## config.mk

```make
export PLATFORM = sky130hd
export DESIGN_NAME = regfile_wb_scheduler_flat
export DESIGN_NICKNAME = d
export VERILOG_FILES = /design/src/rtl/regfile_wb_scheduler_if.sv /design/src/rtl/regfile_wb_scheduler.sv /design/src/flat_wrapper.sv
export SDC_FILE = /design/constraint.sdc
export NUM_CORES = 1
export LEC_CHECK = 0
export ABC_CLOCK_PERIOD_IN_PS = 3780
export CORE_ASPECT_RATIO = 0.6
export CORE_UTILIZATION = 30
export DETAILED_ROUTE_END_ITERATION = 16
export SYNTH_ARGS = -nofsm -noshare
export SYNTH_HDL_FRONTEND = slang
export SYNTH_SLANG_ARGS = --single-unit
```

## constraint.sdc

```tcl
create_clock -name clk -period 3.78 [get_ports clk]
set_input_delay 0.945 -clock clk [delete_from_list [all_inputs] [get_ports clk]]
set_output_delay 0.945 -clock clk [all_outputs]
set_load 0.005 [all_outputs]
```

## src/rtl/regfile_wb_scheduler_if.sv

```systemverilog
// Bundle of decode-issue, ALU/load writeback and register-file write signals
// shared between the writeback scheduler and its neighbours.
interface regfile_wb_scheduler_if #(
    parameter int XLEN = 32,
    parameter int NREG = 32
);
    localparam int AW = $clog2(NREG);

    logic            issue_valid;
    logic [AW-1:0]   issue_rd;
    logic [AW-1:0]   rs1_addr;
    logic [AW-1:0]   rs2_addr;
    logic            issue_stall;

    logic            alu_valid;
    logic [AW-1:0]   alu_rd;
    logic [XLEN-1:0] alu_data;
    logic            alu_ready;

    logic            mem_valid;
    logic [AW-1:0]   mem_rd;
    logic [XLEN-1:0] mem_data;
    logic            mem_ready;

    logic            enable_reg_write;
    logic [AW-1:0]   addr_write;
    logic [XLEN-1:0] write_data;
    logic [NREG-1:0] busy_vec;

    modport slave (
        input  issue_valid, issue_rd, rs1_addr, rs2_addr,
        input  alu_valid, alu_rd, alu_data,
        input  mem_valid, mem_rd, mem_data,
        output issue_stall, alu_ready, mem_ready,
        output enable_reg_write, addr_write, write_data, busy_vec
    );

    modport master (
        output issue_valid, issue_rd, rs1_addr, rs2_addr,
        output alu_valid, alu_rd, alu_data,
        output mem_valid, mem_rd, mem_data,
        input  issue_stall, alu_ready, mem_ready,
        input  enable_reg_write, addr_write, write_data, busy_vec
    );
endinterface

```

## src/rtl/regfile_wb_scheduler.sv

```systemverilog
// Single-write-port scheduler for the register file: round-robin ALU/load
// arbitration, registered write port and a busy scoreboard for RAW/WAW stalls.
module regfile_wb_scheduler #(
    parameter int XLEN = 32,
    parameter int NREG = 32
) (
    input logic                    clk,
    input logic                    reset,
    regfile_wb_scheduler_if.slave  wb
);
    localparam int AW = $clog2(NREG);

    // Which requester wins the next tie.
    typedef enum logic {
        PRI_MEM = 1'b0,
        PRI_ALU = 1'b1
    } rr_e;

    rr_e             rr_q, rr_d;
    logic [NREG-1:0] busy_q, busy_d;
    logic            we_q, we_d;
    logic [AW-1:0]   waddr_q, waddr_d;
    logic [XLEN-1:0] wdata_q, wdata_d;

    logic            grant_alu;
    logic            grant_mem;
    logic            grant_any;
    logic [AW-1:0]   grant_rd;
    logic [XLEN-1:0] grant_data;
    logic            issue_stall;
    logic            issue_fire;
    logic [NREG-1:0] set_vec;
    logic [NREG-1:0] clr_vec;

    // Arbitration; reset suppresses grants so no handshake completes under it.
    always_comb begin
        grant_alu = 1'b0;
        grant_mem = 1'b0;
        rr_d      = rr_q;
        if (!reset) begin
            if (wb.alu_valid && wb.mem_valid) begin
                if (rr_q == PRI_MEM) begin
                    grant_mem = 1'b1;
                    rr_d      = PRI_ALU;
                end else begin
                    grant_alu = 1'b1;
                    rr_d      = PRI_MEM;
                end
            end else if (wb.alu_valid) begin
                grant_alu = 1'b1;
            end else if (wb.mem_valid) begin
                grant_mem = 1'b1;
            end
        end
    end

    always_comb begin
        grant_any  = grant_alu | grant_mem;
        grant_rd   = grant_mem ? wb.mem_rd   : wb.alu_rd;
        grant_data = grant_mem ? wb.mem_data : wb.alu_data;
    end

    // Stall looks only at the registered scoreboard; no same-cycle bypass.
    always_comb begin
        issue_stall = wb.issue_valid &
                      (busy_q[wb.rs1_addr] | busy_q[wb.rs2_addr] | busy_q[wb.issue_rd]);
        issue_fire  = wb.issue_valid & ~issue_stall & (wb.issue_rd != '0) & ~reset;
    end

    genvar gi;
    generate
        for (gi = 0; gi < NREG; gi++) begin : g_busy
            if (gi == 0) begin : g_x0
                assign set_vec[gi] = 1'b0;
                assign clr_vec[gi] = 1'b0;
            end else begin : g_xn
                assign set_vec[gi] = issue_fire && (wb.issue_rd == AW'(gi));
                assign clr_vec[gi] = grant_any && (grant_rd == AW'(gi));
            end
        end
    endgenerate

    // Set takes priority over clear when both hit the same register.
    always_comb begin
        busy_d    = (busy_q & ~clr_vec) | set_vec;
        busy_d[0] = 1'b0;
    end

    // A granted rd=0 completes the handshake but never reaches the file.
    always_comb begin
        we_d    = 1'b0;
        waddr_d = waddr_q;
        wdata_d = wdata_q;
        if (grant_any && (grant_rd != '0)) begin
            we_d    = 1'b1;
            waddr_d = grant_rd;
            wdata_d = grant_data;
        end
    end

    always_ff @(posedge clk) begin
        if (reset) begin
            rr_q    <= PRI_MEM;
            busy_q  <= '0;
            we_q    <= 1'b0;
            waddr_q <= '0;
            wdata_q <= '0;
        end else begin
            rr_q    <= rr_d;
            busy_q  <= busy_d;
            we_q    <= we_d;
            waddr_q <= waddr_d;
            wdata_q <= wdata_d;
        end
    end

    assign wb.issue_stall      = issue_stall;
    assign wb.alu_ready        = grant_alu;
    assign wb.mem_ready        = grant_mem;
    assign wb.enable_reg_write = we_q;
    assign wb.addr_write       = waddr_q;
    assign wb.write_data       = wdata_q;
    assign wb.busy_vec         = busy_q;

    a_single_grant: assert property (@(posedge clk) !(grant_alu && grant_mem));
    a_x0_idle:      assert property (@(posedge clk) disable iff (reset) !busy_q[0]);

endmodule

```

## src/flat_wrapper.sv

```systemverilog
// flat-port wrapper written by rule: the top's interface ports become plain ports
module regfile_wb_scheduler_flat 
#(
    parameter int XLEN = 32,
    parameter int NREG = 32
)
  (clk, reset, wb_issue_valid, wb_issue_rd, wb_rs1_addr, wb_rs2_addr, wb_alu_valid, wb_alu_rd, wb_alu_data, wb_mem_valid, wb_mem_rd, wb_mem_data, wb_issue_stall, wb_alu_ready, wb_mem_ready, wb_enable_reg_write, wb_addr_write, wb_write_data, wb_busy_vec);
  regfile_wb_scheduler_if #(.XLEN(XLEN), .NREG(NREG)) wb_i ();
  input logic clk;
  input logic reset;
  input wire logic [$bits(wb_i.issue_valid)-1:0] wb_issue_valid;
  input wire logic [$bits(wb_i.issue_rd)-1:0] wb_issue_rd;
  input wire logic [$bits(wb_i.rs1_addr)-1:0] wb_rs1_addr;
  input wire logic [$bits(wb_i.rs2_addr)-1:0] wb_rs2_addr;
  input wire logic [$bits(wb_i.alu_valid)-1:0] wb_alu_valid;
  input wire logic [$bits(wb_i.alu_rd)-1:0] wb_alu_rd;
  input wire logic [$bits(wb_i.alu_data)-1:0] wb_alu_data;
  input wire logic [$bits(wb_i.mem_valid)-1:0] wb_mem_valid;
  input wire logic [$bits(wb_i.mem_rd)-1:0] wb_mem_rd;
  input wire logic [$bits(wb_i.mem_data)-1:0] wb_mem_data;
  output wire logic [$bits(wb_i.issue_stall)-1:0] wb_issue_stall;
  output wire logic [$bits(wb_i.alu_ready)-1:0] wb_alu_ready;
  output wire logic [$bits(wb_i.mem_ready)-1:0] wb_mem_ready;
  output wire logic [$bits(wb_i.enable_reg_write)-1:0] wb_enable_reg_write;
  output wire logic [$bits(wb_i.addr_write)-1:0] wb_addr_write;
  output wire logic [$bits(wb_i.write_data)-1:0] wb_write_data;
  output wire logic [$bits(wb_i.busy_vec)-1:0] wb_busy_vec;
  assign wb_i.issue_valid = wb_issue_valid;
  assign wb_i.issue_rd = wb_issue_rd;
  assign wb_i.rs1_addr = wb_rs1_addr;
  assign wb_i.rs2_addr = wb_rs2_addr;
  assign wb_i.alu_valid = wb_alu_valid;
  assign wb_i.alu_rd = wb_alu_rd;
  assign wb_i.alu_data = wb_alu_data;
  assign wb_i.mem_valid = wb_mem_valid;
  assign wb_i.mem_rd = wb_mem_rd;
  assign wb_i.mem_data = wb_mem_data;
  assign wb_issue_stall = wb_i.issue_stall;
  assign wb_alu_ready = wb_i.alu_ready;
  assign wb_mem_ready = wb_i.mem_ready;
  assign wb_enable_reg_write = wb_i.enable_reg_write;
  assign wb_addr_write = wb_i.addr_write;
  assign wb_write_data = wb_i.write_data;
  assign wb_busy_vec = wb_i.busy_vec;
  regfile_wb_scheduler #(.XLEN(XLEN), .NREG(NREG)) u_core (.clk(clk), .reset(reset), .wb(wb_i));
endmodule
```

Yosys cells after proc, flatten, opt, wreduce, memory -nomap -nowiden
Index checks and enable logic that the tools add are counted.
{"block": "classes", "reduce_logical": 66, "n_eq_ne": 62, "bitwise": 12, "magnitude_cmp": 3, "muxes": 18}
{"operator": "5-bit == test, second input constant", "count": 32}
{"operator": "5-bit by 4-bit == test with 1-bit output, second input constant", "count": 16}
{"operator": "1-bit logical AND", "count": 64}
{"operator": "5-bit by 3-bit == test with 1-bit output, second input constant", "count": 8}
{"operator": "32-bit AND", "count": 1}
{"operator": "32-bit two-way mux", "count": 1}
{"operator": "32-bit inverter", "count": 1}
{"operator": "32-bit OR", "count": 1}
{"operator": "5-bit by 2-bit == test with 1-bit output, second input constant", "count": 4}
{"operator": "5-bit by 6-bit < comparator with 1-bit output, second input constant", "count": 3}
{"operator": "1-bit binary-select mux with 5-bit select", "count": 3}
{"operator": "1-bit two-way mux", "count": 13}
{"operator": "5-bit by 1-bit == test with 1-bit output, second input constant", "count": 2}
{"operator": "5-bit nonzero test", "count": 2}
{"operator": "5-bit two-way mux", "count": 1}
{"operator": "1-bit AND", "count": 4}
{"operator": "1-bit OR", "count": 3}
{"operator": "1-bit inverter", "count": 2}
{"block": "word_totals", "register_bits": 71, "wordCells": 167, "in_bits": 94, "out_inout_bits": 73}

Depth between registers and ports, before layout
Gate-level depths: netlist of run 1.
{"block": "logic_depth", "depth_word": 11, "mapped_depth": 9, "depth_no_buf": 6}

Worst setup path after synthesis of run 1
No wires, ideal clock.
{"block": "synth_timing", "path_type": "input -> output", "startpoint": "input port wb_rs2_addr[1]", "endpoint": "output port wb_issue_stall", "t_arrival_ps": 2500, "setup_slack_ps": 335, "path_buffers": 2, "path_stages": 8, "required_ps": 2835, "cell_sequence": "buf_6 > mux2_1 > a221oi_1 > or4_1 > and4_4 > nand4_4 > buf_6 > o31a_2"}
{"block": "synth_via", "elab_chain_len": 5}
{"element": "from (decl)", "line": "flat_wrapper.sv:14", "text": "input wire logic [$bits(wb_i.rs2_addr)-1:0] wb_rs2_addr;"}
{"element": "1-bit binary-select mux with 5-bit select", "line": "regfile_wb_scheduler.sv:66", "text": "(busy_q[wb.rs1_addr] | busy_q[wb.rs2_addr] | busy_q[wb.issue_rd]);"}
{"element": "1-bit two-way mux (implied by the code)", "line": "regfile_wb_scheduler.sv:66"}
{"element": "1-bit OR (2 in a row)", "line": "regfile_wb_scheduler.sv:66"}
{"element": "1-bit AND", "line": "regfile_wb_scheduler.sv:65", "text": "issue_stall = wb.issue_valid &"}
{"element": "to (decl)", "line": "flat_wrapper.sv:21", "text": "output wire logic [$bits(wb_i.issue_stall)-1:0] wb_issue_stall;"}
Every way passes these cells. The select of a mux whose other input is x is not followed.

Worst setup path after layout of run 1
{"block": "layout_timing", "startpoint": "input port wb_rs2_addr[0]", "endpoint": "output port wb_issue_stall"}
Same word-level chain as after synthesis.

==> flow_metrics.tcl, run 1 <==
set metrics [dict create \
    rows 33 \
    die_width_microns 157.0 \
    fin_nets 751 \
    p_int_w 0.001741 \
    final_common_cell "clkdlybuf4s50_1" \
    power_leakage_nw 2.520 \
    grt_usage_pct 23.18 \
    syn_inst 468 \
    max-slew-margin-rel_pct 25.44 \
    place_ws_ps -610.1 \
    hp-class "reg -> reg" \
    end_kind "output port" \
    maxCapViolCount 0 \
    pin_count 167 \
    synth_nets 562 \
    n_antenna_cell 0 \
    ys_types 57 \
    wl_per_cell_microns 20.10 \
    cts_tree "yes" \
    core_area_sq_um 13870 \
    viasPerCell 5.441 \
    status "finished, final reports clean" \
    post-route-min-period_ps 3679 \
    drive_above_1_share_pct 16.47 \
    clock-sinks 70 \
    synth_ff_type "dfxtp_1" \
    cp_slowest_cell "mux4_2" \
    total_power_w 0.002363 \
    cp_top_family "simple AND/OR/NAND/NOR gates" \
    gp_congestion 0.9782 \
    synth_edf_count 0 \
    fin_skew_ps 9.000 \
    path_cells "clkdlybuf4s15_2 -> mux4_2 -> nor2b_1 -> or4_4 -> and4_4 -> nand4_4 -> o31a_2 -> clkdlybuf4s15_1" \
    synth_area_leaders "dfxtp_1 (32%), mux2i_1 (13%), a211oi_1 (5.6%), o211ai_1 (5.6%), mux4_2 (4.7%)" \
    ctsHoldBuffers 0 \
    clockPowerShare_pct 41.7 \
    synth-seq-area-share_pct 32.41 \
    grt_max_degree 74 \
    drt.antenna.violating_nets 0 \
    mostFrequentLayoutCells "clkdlybuf4s50_1 (154), dfxtp_1 (70), mux2i_1 (56), nor2_1 (50), buf_4 (46)" \
    multiInputGateArea_sq_um 2728 \
    grt_pass1_vias 4424 \
    critPathBufInv 2 \
    root_buffer "clkbuf_16" \
    rsz0062_at_grt "false" \
    drc 0 \
    antenna_found_initial 0 \
    yosys.area.top_type_share_pct 32.41 \
    start_kind "input port" \
    vdd_drop_max_v 0.0002108 \
    yosysTopAreaCell "dfxtp_1" \
    clock.fmax_ghz 0.2718 \
    tns_ps 0 \
    worstMarginPinSlew_ps 1113 \
    worstSetupPathType "in -> out" \
    dr_total_vias 4647 \
    power.density_nw_per_um2 347.3 \
    routed_wl_mm 17.16 \
    grt_first_pass_wirelength_mm 25.72 \
    post-route-period-util_pct 97.34 \
    worstPathRequired_ps 2830 \
    drv_slew 0 \
    synth.avg_cell_area_sq_um 9.240 \
    seqCellArea_sq_um 1401 \
    htree_levels 3 \
    worst_slack_ps 100.5 \
    yosys_warnings 0 \
    dieHeight_microns 95.00 \
    hpwl_mm 13.21 \
    overflow 0 \
    drtIter0Drc 307 \
    critPathMaxFanout 2 \
    synth_area_sq_um 4324 \
    async_reset_ff_share_pct 0 \
    n_fill_cell 1316 \
    cp_slowest_stage_delay_ps 500 \
    seq_power_share_pct 34.5 \
    dieArea_sq_um 14910 \
    fin_hold_ws_ps 493.1 \
    ys_ff_latch 70 \
    start_util_pct 31.17 \
    area_delta_synth_final_pct 57.32 \
    first_pass_iters 5 \
    cp.arrival_ps 2730 \
    clk_latency_ps 330 \
    numCtsBuffers 9 \
    portBuffers 165 \
    hold_violations 0 \
    swShare_pct 26.31 \
    p_switching_w 0.0006217 \
    combPwrFrac_pct 23.8 \
    clk_path_buf_depth 2 \
    cts.clk_slew.worst_paths_ps 50 \
    finalSetupViolCount 0 \
]
-- worst reg2reg max path, stage by stage (launching register included) --
cell and delay (ps):
dfxtp_1 340, a21bo_2 270, or4_1 450, a22oi_1 340, o22ai_4 120, buf_4 350, a211oi_1 360
-- Yosys cell counts (all sizes together), types with 2 or more instances --
master and n:
a31oi 4, o31ai 4, a211oi 32, o41ai 24, or4 5, nor3b 3, nand2 32, o21ai 12
mux4 9, nand2b 9, buf 22, nor2 51, nor2b 10, nor3 2, a221oi 2, clkbuf 14
nand4b 4, inv 8, o211ai 32, nand4 6, and2 2, mux2 2, dfxtp 70, mux2i 57
o21a 2, a2111oi 3, a311oi 5, a21oi 7, a22oi 4, and3 4, nand3 12
-- per-stage QoR --
stage / std cells / instance area (sq um) / utilization, %
2_1_floorplan: 468 / 4324 / -
4_1_cts: 853 / 6769 / 48.79
3_3_place_gp: 837 / 6386 / 46.03
6_report: 854 / 6803 / 49.04
5_1_grt: 854 / 6803 / 49.04
3_5_place_dp: 837 / 6386 / 46.03
-- repair_timing --
action                     CTS  global route
setup endpoints to repair    1             1
gates resized for setup     28            12
setup buffers                0             1
pin swaps                    2             5
-- state kept, by name (all words and copies together) (netlist names) --
name	cells
u_core.wb.busy_vec	31
u_core.wb.addr_write	5
u_core.wb.enable_reg_write	1
u_core.wb.write_data	32
u_core.rr_q	1
-- cell families after synthesis --
group	count (synthesis)	synth area share, %
and+or+nand+nor	144	16.84
other	1	0.08672
AOI/OAI and AO/OA	138	26.10
xor gates and xnor gates	1	0.2026
buffers and inverters	46	5.961
muxes	68	18.40
DFF	70	32.41
-- power groups by stage --
| stage | logic (W) | clock network (W) | registers [W] |
|---|---|---|---|
| after global placement | 0.000541 | 0 | 0.000828 |
| after global routing | 0.000600 | 0.00103 | 0.000821 |
| after floorplan | 0.000248 | 0 | 0.000832 |
| final | 0.000563 | 0.000986 | 0.000815 |
| after detailed placement | 0.000550 | 0 | 0.000830 |
| after CTS | 0.000555 | 0.000998 | 0.000815 |
-- layout make-up --
cell class	count	area share [%]
multi-input cells	352	40.10
repair buffers	216	30.22
flip-flops and latches	70	20.60
well taps	192	3.531
clock buffers	10	3.513
clock inverters	6	1.600
inverters	8	0.4414
-- routing by layer --
layer  vias up  part of all wire, %  global-route usage [%]
met5         -                    0                       0
met4         0                 0.66                   5.065
met3         7                  8.5                   7.618
met2       190                   41                   33.37
met1      2253                   49                   33.08
li1       2197                    -                       -
-- final timing paths --
check | endpoint | slack, ps | start | cells past startpoint
min reg2reg | u_core.wb.write_data[13] | 490 | u_core.wb.write_data[13] | 2
max | wb_issue_stall | 100 | wb_rs2_addr[0] | 8
min | u_core.wb.write_data[13] | 490 | u_core.wb.write_data[13] | 2
max reg2reg | u_core.wb.write_data[7] | 1440 | u_core.rr_q | 6
(Power assumes the default switching activity.)
==> run 2: changes to the inputs <==
- CORE_UTILIZATION: 30 -> 45
- PLACE_DENSITY: default -> 0.82
==> run 2 against run 1 <==
Sequential share of layout area increased by 0.22 points. Clock power shrank 8.1%. Die area decreased by 33%. Non-clock buffer count up 7. Highest routed layer unchanged. Global-route usage increased by 8.3 points. Clock skew is 2.2 ps lower. Routed wire length down 8.6%.
==> flow_metrics.tcl, run 2 (synthesis gave the netlist of run 1 again) <==
set metrics [dict create \
    status "finished, final reports clean" \
    grt_usage_pct 31.53 \
    start_kind "input port" \
    first_pass_iters 7 \
    crit_start "wb_rs1_addr[0]" \
    clk_latency_ps 330 \
    rows 27 \
    timing.rr.end "u_core.wb.busy_vec[12]" \
    end_kind "output port" \
    fin_util_pct 72.72 \
    drtIter0Drc 462 \
    cts.clk_slew.worst_paths_ps 50 \
    gp_congestion 0.9629 \
    antenna_found_initial 0 \
    cts_tree "yes" \
    portBuffers 165 \
    numCtsBuffers 9 \
    overflow 0 \
    cp.arrival_ps 2770 \
    mostFrequentLayoutCells "clkdlybuf4s50_1 (155), dfxtp_1 (70), mux2i_1 (56), buf_4 (51), nor2_1 (50)" \
    drt.antenna.violating_nets 0 \
    grt_max_degree 74 \
    max-slew-margin-rel_pct 55.91 \
    maxCapViolCount 0 \
    grt_pass1_vias 4476 \
    drv_slew 0 \
    fin_hold_ws_ps 496.3 \
    routed_wl_mm 15.69 \
    hold_violations 0 \
    dieArea_sq_um 10020 \
    drive_above_1_share_pct 16.14 \
    fin_nets 758 \
    worstPathRequired_ps 2830 \
    fin_skew_ps 6.801 \
    reg2reg_depth 7 \
    hp-class "reg -> reg" \
    core_area_sq_um 9256 \
    power.density_nw_per_um2 336.9 \
    htree_levels 3 \
    worst_slack_ps 65.16 \
    pin_count 167 \
    clock-sinks 70 \
    power_leakage_nw 2.530 \
    critPathMaxFanout 5 \
    post-route-min-period_ps 3715 \
    clk_path_buf_depth 2 \
    post-route-period-util_pct 98.28 \
    vdd_drop_max_v 0.0003134 \
    die_width_microns 128.6 \
    viasPerCell 6.001 \
    worstSetupPathType "in -> out" \
    setup.worst_path.end "wb_issue_stall" \
    final_common_cell "clkdlybuf4s50_1" \
    dr_total_vias 4795 \
    place_ws_ps -574.5 \
    wl_per_cell_microns 19.64 \
    worstMarginPinSlew_ps 661.4 \
    largest_reg_flops 32 \
    dieHeight_microns 77.93 \
    ctsHoldBuffers 0 \
    hpwl_mm 11.79 \
    r2r-start "u_core.wb.busy_vec[26]" \
    rrSetupSlack_ps 1410 \
    grt_first_pass_wirelength_mm 24.01 \
    area_delta_synth_final_pct 55.67 \
    clock.fmax_ghz 0.2692 \
    rsz0062_at_grt "false" \
    root_buffer "clkbuf_16" \
    drc 0 \
    start_util_pct 46.72 \
    finalSetupViolCount 0 \
    n_antenna_cell 0 \
]
==> run 2: cell types whose count changed in the layout (fill, tap and decap cells not counted), moves of 2 or more <==
cell             previous run  this run
dlygate4sd2_1               2         5
buf_2                       1         3
clkdlybuf4s15_2             3         0
clkinv_2                    2         0
buf_4                      46        51
==> run 2: worst min-delay path by stage <==
stage / from / end / cells after the start
2_1_floorplan: u_core.wb.addr_write[0] / u_core.wb.addr_write[0] / 2
5_1_grt: u_core.wb.write_data[11] / u_core.wb.write_data[11] / 2
3_3_place_gp: u_core.wb.write_data[31] / u_core.wb.write_data[31] / 2
6_report: u_core.wb.write_data[18] / u_core.wb.write_data[18] / 2
3_5_place_dp: u_core.wb.write_data[2] / u_core.wb.write_data[2] / 2
4_1_cts: u_core.wb.write_data[11] / u_core.wb.write_data[11] / 2
==> run 2: worst max-delay path: stages <==
cell and delay (ps):
clkdlybuf4s15_1 250, buf_6 150, mux4_2 510, nand2b_1 150, nand4b_1 130, nand4_4 140, o31a_2 360, buf_2 130
==> run 2: final cells by class <==
type,instances,area (sq um)
Multi-Input combinational cell,352,2710
Fill cell,681,2525
Timing Repair Buffer,223,2105
Sequential cell,70,1401
Clock buffer,10,229.0
Tap cell,130,162.7
Clock inverter,6,93.84
Inverter,8,30.03
==> run 2: what timing repair did <==
action                                  CTS  global route
endpoints found under the setup margin    1             1
resized for setup                        18             6
setup buffers                             3             0
pin swaps                                 5             0
cloned                                    1             0
==> run 2: per-stage QoR <==
step	total power (W)	TNS, ps	std cells	area (sq um)
floorplan	0.001080	0	468	4324
global placement	0.001348	-541.9	779	6339
detailed placement	0.001364	-574.5	779	6339
CTS	0.002265	0	799	6716
global route	0.002358	0	799	6731
finish	0.002268	0	799	6731
==> run 2: where the power goes <==
group / leakage [nW] / switching, W / internal, W
Clock: 0.153 / 0.000324 / 0.000582
Sequential: 0.574 / 0.0000273 / 0.000788
Combinational: 1.80 / 0.000257 / 0.000290
==> run 2: per-layer routing <==
metal	global-route usage [%]	up-vias	routed length, microns	part of all wire (%)
met2	45.08	308	6611	42
met5	0	-	0	0
met1	42.55	2256	6731	43
li1	-	2203	-	-
met3	13.17	28	2075	13
met4	9.882	0	276	1.8
==> run 3: changes to the inputs <==
- PLACE_DENSITY: 0.82 -> 0.88
==> run 3 against run 2 <==
Maximum frequency increased by 0.51%. Clock skew decreased by 1.6 ps. First-iteration DRC count increased by 8.7%. Die area unchanged. Worst setup slack improved by 19 ps. Via count increased by 3.1%. Final area increased by 0.89%. Critical path type is now in -> reg. Critical endpoint is now u_core.wb.busy_vec[30].
==> flow_metrics.tcl, run 3 (synthesis gave the netlist of run 1 again) <==
set metrics [dict create \
    finalNonFillerCells 809 \
    fin_skew_ps 5.250 \
    grt_pass1_vias 4701 \
    hold_violations 0 \
    htree_levels 3 \
    end_kind "flip-flop" \
    cp.arrival_ps 3900 \
    area_delta_synth_final_pct 57.06 \
    grt_first_pass_wirelength_mm 24.83 \
    ctsHoldBuffers 0 \
    hpwl_mm 11.98 \
    swShare_pct 28.24 \
    worstSetupPathType "in -> reg" \
    clockPowerShare_pct 36.2 \
    combPwrFrac_pct 26.0 \
    grt_usage_pct 32.39 \
    grt_max_degree 46 \
    hp-class "reg -> reg" \
    post-route-period-util_pct 97.78 \
    drive_above_1_share_pct 18.26 \
    dr_total_vias 4944 \
    post-route-min-period_ps 3696 \
    n_fill_cell 671 \
    drtIter0Drc 502 \
    mostFrequentLayoutCells "clkdlybuf4s50_1 (156), dfxtp_1 (70), buf_4 (61), mux2i_1 (56), nor2_1 (49)" \
    rows 27 \
    n_antenna_cell 0 \
    cts.clk_slew.worst_paths_ps 60 \
    start_kind "input port" \
    worstMarginPinSlew_ps 789.2 \
    root_buffer "clkbuf_16" \
    largest_reg_flops 32 \
    max-slew-margin-rel_pct 47.38 \
    power_leakage_nw 2.571 \
    pin_count 167 \
    seq_power_share_pct 37.8 \
    finalSetupViolCount 0 \
    maxCapViolCount 0 \
    place_inst 776 \
    wl_per_cell_microns 19.99 \
    portBuffers 165 \
    vdd_drop_max_v 0.0002696 \
    core_area_sq_um 9256 \
    fin_nets 768 \
    p_int_w 0.001549 \
    gp_congestion 0.9998 \
    drv_slew 0 \
    dieArea_sq_um 10020 \
    critPathMaxFanout 8 \
    fin_util_pct 73.37 \
    final_common_cell "clkdlybuf4s50_1" \
    p_switching_w 0.0006095 \
    drc 0 \
    start_util_pct 46.72 \
    routed_wl_mm 16.17 \
    clock-sinks 70 \
    clk_path_buf_depth 2 \
    rsz0062_at_grt "false" \
    overflow 0 \
    numCtsBuffers 9 \
    clock.fmax_ghz 0.2706 \
    cts_tree "yes" \
    drt.antenna.violating_nets 0 \
    viasPerCell 6.111 \
    dieHeight_microns 77.93 \
    clk_latency_ps 330 \
    worstPathRequired_ps 3990 \
    die_width_microns 128.6 \
    status "finished, final reports clean" \
    power.density_nw_per_um2 317.9 \
    antenna_found_initial 0 \
    first_pass_iters 5 \
]
==> run 3: cell count changes in the layout (fill, tap and decap cells not counted), moves of 2 or more <==
cell / change
bufinv_16: -2
buf_4: +10
nand2b_4: +2
clkbuf_2: +2
clkinvlp_4: +2
nand2b_1: -2
==> run 3: timing repair <==
| action | in CTS | in global routing |
|---|---|---|
| gates cloned | 0 | 0 |
| hold endpoints to repair | 0 | 0 |
| setup buffers | 14 | 3 |
| setup endpoints to repair | 1 | 9 |
| gates resized for setup | 19 | 11 |
| pin swaps | 7 | 3 |
==> run 3: power groups by stage <==
| stage | Sequential, W | Combinational, W | Clock [W] |
|---|---|---|---|
| 2_1_floorplan | 0.000832 | 0.000248 | 0 |
| 3_3_place_gp | 0.000827 | 0.000523 | 0 |
| 3_5_place_dp | 0.000831 | 0.000536 | 0 |
| 4_1_cts | 0.000816 | 0.000546 | 0.000794 |
| 5_1_grt | 0.000822 | 0.000599 | 0.000828 |
| 6_report | 0.000816 | 0.000561 | 0.000782 |
==> run 3: critical path: stages <==
cell,delay [ps]
clkbuf_2,90
buf_6,130
buf_6,110
mux4_2,340
nor2_2,50
a21oi_2,100
nand4_1,130
buf_4,170
buf_4,120
buf_4,120
buf_4,120
buf_4,120
buf_4,120
buf_4,120
buf_4,120
buf_4,120
buf_4,120
buf_4,120
buf_4,120
buf_4,120
buf_4,130
nand2b_4,150
o41ai_2,100
==> run 3: per-layer routing <==
layer  global-route usage, %  part of all wire (%)  up-vias
li1                        -                     -     2230
met1                   42.94                    42     2347
met2                   47.62                    43      329
met3                   13.24                    13       38
met4                   9.529                   1.6        0
met5                   1.604                     0        -
==> run 3: path summary, 6_finish.rpt <==
kind | start | endpoint | slack [ps] | cells after the start
setup / recovery | wb_issue_rd[1] | u_core.wb.busy_vec[30] | 80 | 23
hold / removal | u_core.wb.write_data[4] | u_core.wb.write_data[4] | 500 | 2
setup reg to reg | u_core.wb.busy_vec[26] | u_core.wb.busy_vec[30] | 470 | 21
hold reg to reg | u_core.wb.write_data[4] | u_core.wb.write_data[4] | 500 | 2
==> run 3: cell type report <==
class / instances / area, sq um / share of cell area, %
Clock buffer: 10 / 239.0 / 3.519
Clock inverter: 6 / 45.04 / 0.6632
Inverter: 8 / 30.03 / 0.4422
Multi-Input combinational cell: 352 / 2730 / 40.20
Sequential cell: 70 / 1401 / 20.63
Tap cell: 130 / 162.7 / 2.395
Timing Repair Buffer: 233 / 2183 / 32.15
==> run 3: metrics by stage <==
stage	total power (W)	hold slack [ps]	worst slack, ps	instance area (sq um)	TNS [ps]
floorplan	0.001080	492.0	335.3	4324	0
global placement	0.001350	485.0	-526.6	6316	-526.6
detailed placement	0.001366	492.4	-586.3	6316	-586.3
CTS	0.002156	499.7	18.30	6734	0
global route	0.002249	519.9	2.431	6792	0
finish	0.002159	498.2	84.08	6792	0
